$ cat src/rtl/updown_counter_param.sv
// Parametrised up/down counter with modulo limit, prescaler, synchronous clear,
// parallel load, terminal-count flag and registered wrap pulse.
// Optional build macro UPDOWN_CTR_SATURATE_EN: the counter saturates at 0 and
// MOD_MAX instead of wrapping, and wrap is never asserted.
module updown_counter_param #(
   parameter int unsigned WIDTH     = 4,
   parameter int unsigned MOD_MAX   = (2 ** WIDTH) - 1,
   parameter int unsigned RESET_VAL = 0,
   parameter int unsigned PRESCALE  = 1
) (
   input  logic             clk,
   input  logic             reset,
   input  logic             en,
   input  logic             up_dn,
   input  logic             sync_clr,
   input  logic             load,
   input  logic [WIDTH-1:0] load_val,
   output logic [WIDTH-1:0] count,
   output logic             tc,
   output logic             wrap
);

   localparam logic [WIDTH-1:0] MaxVal = WIDTH'(MOD_MAX);
   localparam logic [WIDTH-1:0] RstVal = WIDTH'(RESET_VAL);

   logic [WIDTH-1:0] count_d, count_q;
   logic             wrap_d, wrap_q;
   logic             step;

   // Prescaler: only present when more than one enabled cycle makes a step.
   if (PRESCALE > 1) begin : g_pre
      localparam int unsigned PW = $clog2(PRESCALE);
      localparam logic [PW-1:0] PreLast = PW'(PRESCALE - 1);

      logic [PW-1:0] pre_cnt_d, pre_cnt_q;

      assign step = en && (pre_cnt_q == PreLast);

      // Next phase: clear and load restart the phase; en=0 freezes it.
      always_comb begin
         pre_cnt_d = pre_cnt_q;
         if (sync_clr || load) begin
            pre_cnt_d = '0;
         end else if (en) begin
            pre_cnt_d = step ? '0 : pre_cnt_q + 1'b1;
         end
      end

      // Phase register.
      always_ff @(posedge clk or posedge reset) begin
         if (reset) begin
            pre_cnt_q <= '0;
         end else begin
            pre_cnt_q <= pre_cnt_d;
         end
      end
   end else begin : g_no_pre
      assign step = en;
   end

   // Next count and wrap: clear beats load beats step; arithmetic is modulo MOD_MAX+1.
   always_comb begin
      count_d = count_q;
      wrap_d  = 1'b0;
      if (sync_clr) begin
         count_d = '0;
      end else if (load) begin
         count_d = (load_val > MaxVal) ? MaxVal : load_val;
      end else if (step) begin
         if (up_dn) begin
            if (count_q == MaxVal) begin
`ifdef UPDOWN_CTR_SATURATE_EN
               count_d = count_q;
`else
               count_d = '0;
               wrap_d  = 1'b1;
`endif
            end else begin
               count_d = count_q + 1'b1;
            end
         end else begin
            if (count_q == '0) begin
`ifdef UPDOWN_CTR_SATURATE_EN
               count_d = count_q;
`else
               count_d = MaxVal;
               wrap_d  = 1'b1;
`endif
            end else begin
               count_d = count_q - 1'b1;
            end
         end
      end
   end

   // Count and wrap registers.
   always_ff @(posedge clk or posedge reset) begin
      if (reset) begin
         count_q <= RstVal;
         wrap_q  <= 1'b0;
      end else begin
         count_q <= count_d;
         wrap_q  <= wrap_d;
      end
   end

   // Terminal count follows up_dn combinationally.
   always_comb begin
      tc = up_dn ? (count_q == MaxVal) : (count_q == '0);
   end

   assign count = count_q;
   assign wrap  = wrap_q;

endmodule

$ cat config.mk
export PLATFORM = sky130hd
export DESIGN_NAME = updown_counter_param
export DESIGN_NICKNAME = d
export VERILOG_FILES = /design/src/rtl/updown_counter_param.sv
export SDC_FILE = /design/constraint.sdc
export NUM_CORES = 1
export LEC_CHECK = 0
export ABC_AREA = 1
export CORE_AREA = 3 3 40 42
export DETAILED_ROUTE_END_ITERATION = 7
export DIE_AREA = 0 0 43 45
export GPL_ROUTABILITY_DRIVEN = 0
export SLEW_MARGIN = 20
export SYNTH_ARGS = -nofsm -noshare
export SYNTH_HDL_FRONTEND = slang
export SYNTH_SLANG_ARGS = --single-unit
$ cat constraint.sdc
create_clock -name clk -period 1.5 [get_ports clk]
set_input_delay 0.3 -clock clk [delete_from_list [all_inputs] [get_ports clk]]
set_output_delay 0.3 -clock clk [all_outputs]
set_load 0.01 [all_outputs]
; ---- Word level (Yosys, flattened, before mapping)
; Cells that the tools add are included.
[op_classes]
addsub = 2
multipliers = 0
div = 0
n_lt_le_gt_ge = 1
eq_ne = 1
shifts = 0
mux = 14
bitwise = 0
n_reduce_logical = 2
[ops]
columns = cell, n
row1 = 2-to-1 mux 4 bit, 7
row2 = 2-to-1 mux 1 bit, 7
row3 = adder 4 x 1 -> 4 bit (second input constant), 1
row4 = equality test 4 bit (second input constant), 1
row5 = > comparator 4 bit (second input constant), 1
row6 = zero test 4 bit, 1
row7 = subtractor 4 x 1 -> 4 bit (second input constant), 1
row8 = nonzero test 3 bit, 1
[totals]
ff_bits = 5
latchBits = 0
ram_bits = 0
mem_bits_ro = 0
inputBits = 10
output_inout_bits = 6
word_cells = 22
n_memories = 0

; ---- Logic depth before layout (Yosys ltp)
[logic_depth]
ltp_word = 6
ltp_mapped = 9
ltp_nobuf = 8

; ---- Worst setup path before layout
; Ideal clock, no wire load.
[synth_path]
kind = reg-to-reg
startpoint = register count_q[1], in the netlist count[1]
endpoint = register count_q[1], in the netlist count[1]
setup_ps = 131
t_arrival_ps = 1218
t_required_ps = 1369
slack_ps = 151
path_stages_with_launch = 7
path_buffers = 0
synth_period_minus_slack_ps = 1349
cell_sequence = dfrtp_1 > inv_1 > ha_1 > a21oi_1 > o21ai_0 > o2111ai_1 > o21ai_0
[synth_via]
elab_chain_cells = 6
elab_cells_between_ends = 10
cone_classes = add/sub: 2 / eq/ne: 1 / mux: 6 / reduce/logical: 1
[synth_lines]
columns = item, line_no
row1 = from (decl), 26  ; logic [WIDTH-1:0] count_d, count_q;
row2 = from (signal assigned), 99  ; count_q <= RstVal;
row3 = from (signal assigned), 102  ; count_q <= count_d;
row4 = subtractor 4 x 1 -> 4 bit (tied with other cells), 90  ; count_d = count_q - 1'b1;
row5 = "2-to-1 mux 4 bit, on equally long branches", "82, 71"
row6 = 2-to-1 mux 4 bit (*), 70  ; if (up_dn) begin
row7 = 2-to-1 mux 4 bit (*), 69  ; end else if (step) begin
row8 = 2-to-1 mux 4 bit (*), 67  ; end else if (load) begin
row9 = 2-to-1 mux 4 bit (*), 65  ; if (sync_clr) begin
; Every way passes the cells marked *; elsewhere a longest branch is shown, timed or not. The select of a mux whose other input is x is not followed.
; A chain may end at the register's enable or synchronous reset.

; ---- Final worst setup path
[layout_path]
startpoint = register count_q[2], in the netlist count[2]
endpoint = output port tc
[layout_via]
elab_chain_cells = 2
elab_cells_between_ends = 3
cone_classes = eq/ne: 1 / mux: 1 / reduce/logical: 1
[layout_lines]
columns = item, line_no
row1 = equality test 4 bit / zero test 4 bit (equally long branches), 109  ; tc = up_dn ? (count_q == MaxVal) : (count_q == '0);
row2 = 2-to-1 mux 1 bit (*), 109
row3 = to (decl), 19  ; output logic tc,
; Every way passes the cells marked *; elsewhere a longest branch is shown, timed or not.

==> results by group <==
Run status
  • Status: complete, but fails checks
  • Failing checks: negative setup slack

Critical path
  • CP Launch Type: flip-flop
  • WP data arrival: between 1 and 1.5 ns
  • Critical Path RT: roughly 1.2 ns
  • CP Class: flip-flop to output port
  • Worst path cell trace: buf_4, nor2_4, nand2_2, nand2_2, nand2_2, inv_2, buf_6
  • Crit. End Element: output port
  • Crit-path max FO: 3
  • Crit-path slowest cell: dfrtp_2
  • Largest stage delay on the critical path: roughly 0.41 ns
  • Crit path top cell by count: nand2_2

Placement
  • Area after DPL: 701.9 um^2
  • DP HPWL: around 940 um
  • # port buffers: 15

Logic synthesis
  • Synthesized cell area: around 450 um^2
  • Mapped Avg Cell Area: between 6 and 7 um^2
  • Net count after synthesis: 77
  • Post-synth EDFFs: 0
  • Cell variety after synth: 19
  • Gate Count Post-Synth: 64
  • Main synth FF type: dfrtp_1
  • Sequential area share after synthesis: 0.2801
  • Synth Register Bits: 5
  • Synth warn: 0
  • Async S/R FF share, synth: 1.000

Pwr
  • Sw power: between 200 and 250 uW
  • Power Total: just under 600 uW
  • Switching share of power: 0.3370
  • Internal power: roughly 390 uW
  • Worst IR Drop VDD: about 250 uV
  • Sequential Power Share: 0.281
  • Leakage Power: around 0.42 nW
  • Clock power share: 0.268
  • PwrDens: roughly 720 nW/um^2
  • Comb pwr share: 0.451

Routing
  • Vias: approximately 540
  • Via-to-Cell Ratio: roughly 4.7
  • Drt total wl: roughly 1300 um
  • DR iter-0 viols: 5
  • Drt pass-1 iters: 4
  • Drt wl/cell: between 10 and 15 um
  • Post-route ant nets: 0
  • DRC errors left: 0

Floorplanning
  • IO Pins: 16
  • # rows: 13
  • Die height: around 45 um
  • Die X: around 43 um
  • Starting density of the core: 0.3476
  • Core Box Area: about 1300 um^2
  • Die Area: 1935 um^2

Cells and area
  • Ant diodes: 0
  • Reg area: between 100 and 150 um^2
  • Nets: 115
  • Design area: just over 800 um^2
  • Most frequent cells in the layout: buf_4, nand2_1, clkdlybuf4s50_1
  • Most common cell after layout, fill and taps aside: buf_4
  • Fillers: 112
  • Area delta synth->final: 84.31%
  • Multi-input logic area: 321.6 um^2
  • Fraction of layout cells with a size suffix above 1: 0.4752

Clocking
  • Root Driver: clkbuf_4
  • Worst-skew pair later-pin latency: around 0.24 ns
  • CTS clock-pin slew for the worst setup and hold paths: 0.05 ns
  • CTS tree: built
  • H-tree depth: 1
  • Clock Path Buffers: 2
  • CTS Buf Count: 3
  • Clk sink count: 5

STA
  • Setup Skew: about 0.0032 ns
  • Setup ws final: -0.04892 ns
  • Maximum clock frequency: 645.6 MHz
  • Final Cycle Share: 1.033
  • Min Clock Period, post-route: about 1.5 ns
  • Rel. slew slack: 0.8670
  • Final hold violation count: 0
  • Pins Over Slew Limit: 0
  • Tightest Pin Transition: approximately 0.20 ns
  • Final setup vio count: 1
  • Setup TNS: -0.04892 ns
  • RSZ-0062 raised after global routing: true

Global route
  • Grt ovf: 0
  • Vias in the first global route: roughly 500
  • First-pass GRT wire length: approximately 2100 um
  • Initial antenna violation count: 0
  • GR Util All Layers: 0.1488
  • Grt met3 use: 0.01195
  • Met2 usage: 0.2695
  • Met1 Usage GRT: 0.1707
  • GRT busiest layer: met2
  • Largest net degree at the start of global routing: 6

Hold path
  • Worst hold path type: input port to asynchronous set/reset pin

Flow run
  • Max cap viols: 0
state kept, by name, summed over array words and instances, names as in the netlist:
register and count:
count 4, wrap 1
area by class of cell:
| type | count | share of cell area |
|---|---|---|
| clock buffer | 4 | 0.03191 |
| inverter | 10 | 0.04559 |
| multi-input combinational | 48 | 0.3906 |
| sequential | 5 | 0.1581 |
| tap | 15 | 0.02280 |
| timing repair buffer | 34 | 0.3511 |
what timing repair did:
item,4_1_cts,5_1_grt
setup endpoints to repair,5,2
pin swaps,4,8
cloned,0,0
hold buffers,0,0
gates resized for setup,16,9
setup buffers,7,1
power by group through the flow:
stage / registers (mW) / logic (mW) / clock network (mW)
finish: 0.167 / 0.268 / 0.159
global route: 0.169 / 0.295 / 0.169
CTS: 0.162 / 0.253 / 0.156
detailed placement: 0.171 / 0.215 / 0
global placement: 0.171 / 0.213 / 0
floorplan: 0.170 / 0.104 / 0
logic make-up after synthesis:
kind of cell,synth area share
compound gates,0.1232
simple gates,0.3837
xor+xnor,0.01961
flops,0.2801
fa+ha+maj,0.08404
buf+inv,0.1092
synth_stat cells, types with 2 or more instances:
cell | count | area, um^2
nand2_2 | 3 | 18.77
inv_2 | 4 | 15.01
nand3_1 | 5 | 25.02
nor2_1 | 6 | 22.52
nand2_1 | 14 | 52.55
inv_1 | 6 | 22.52
o21ai_1 | 2 | 10.01
o21ai_0 | 3 | 15.01
ha_1 | 3 | 37.54
nor2_2 | 2 | 12.51
a21oi_1 | 3 | 15.01
nor2_4 | 2 | 22.52
dfrtp_1 | 5 | 125.1
metal layers:
metal,part of all wire,vias to the layer above
li1,-,278
met1,0.42,250
met2,0.54,13
met3,0.034,0
met4,0,0
met5,0,-
through the flow:
stage               worst slack [ns]    util  instances  hold slack [ns]
CTS                          -0.1025  0.6193        117           0.2629
floorplan                     0.1508       -         64          0.07852
global route                -0.09291  0.6407        116           0.2769
finish                      -0.04892  0.6407        116           0.2515
detailed placement           -0.4188  0.5463        106           0.5158
global placement             -0.4092  0.5463        106           0.5060
worst paths after layout:
| path | start | endpoint | cells past startpoint | slack [ns] |
|---|---|---|---|---|
| max reg2reg | count[0] | count[3] | 9 | 0.18 |
| max | count[2] | tc | 7 | -0.05 |
| min | reset | count[1] | 2 | 0.25 |
| min reg2reg | count[2] | count[2] | 3 | 0.66 |
| min in group clk | count[2] | count[2] | 3 | 0.66 |
| max in group asynchronous | reset | count[0] | 2 | 1.06 |
critical path, delay by kind of cell, from the launching register on:
family	cells	cell delay, ns
buf+inv	3	0.29
flops	1	0.41
simple gates	4	0.29
(Power assumes the default switching activity.)
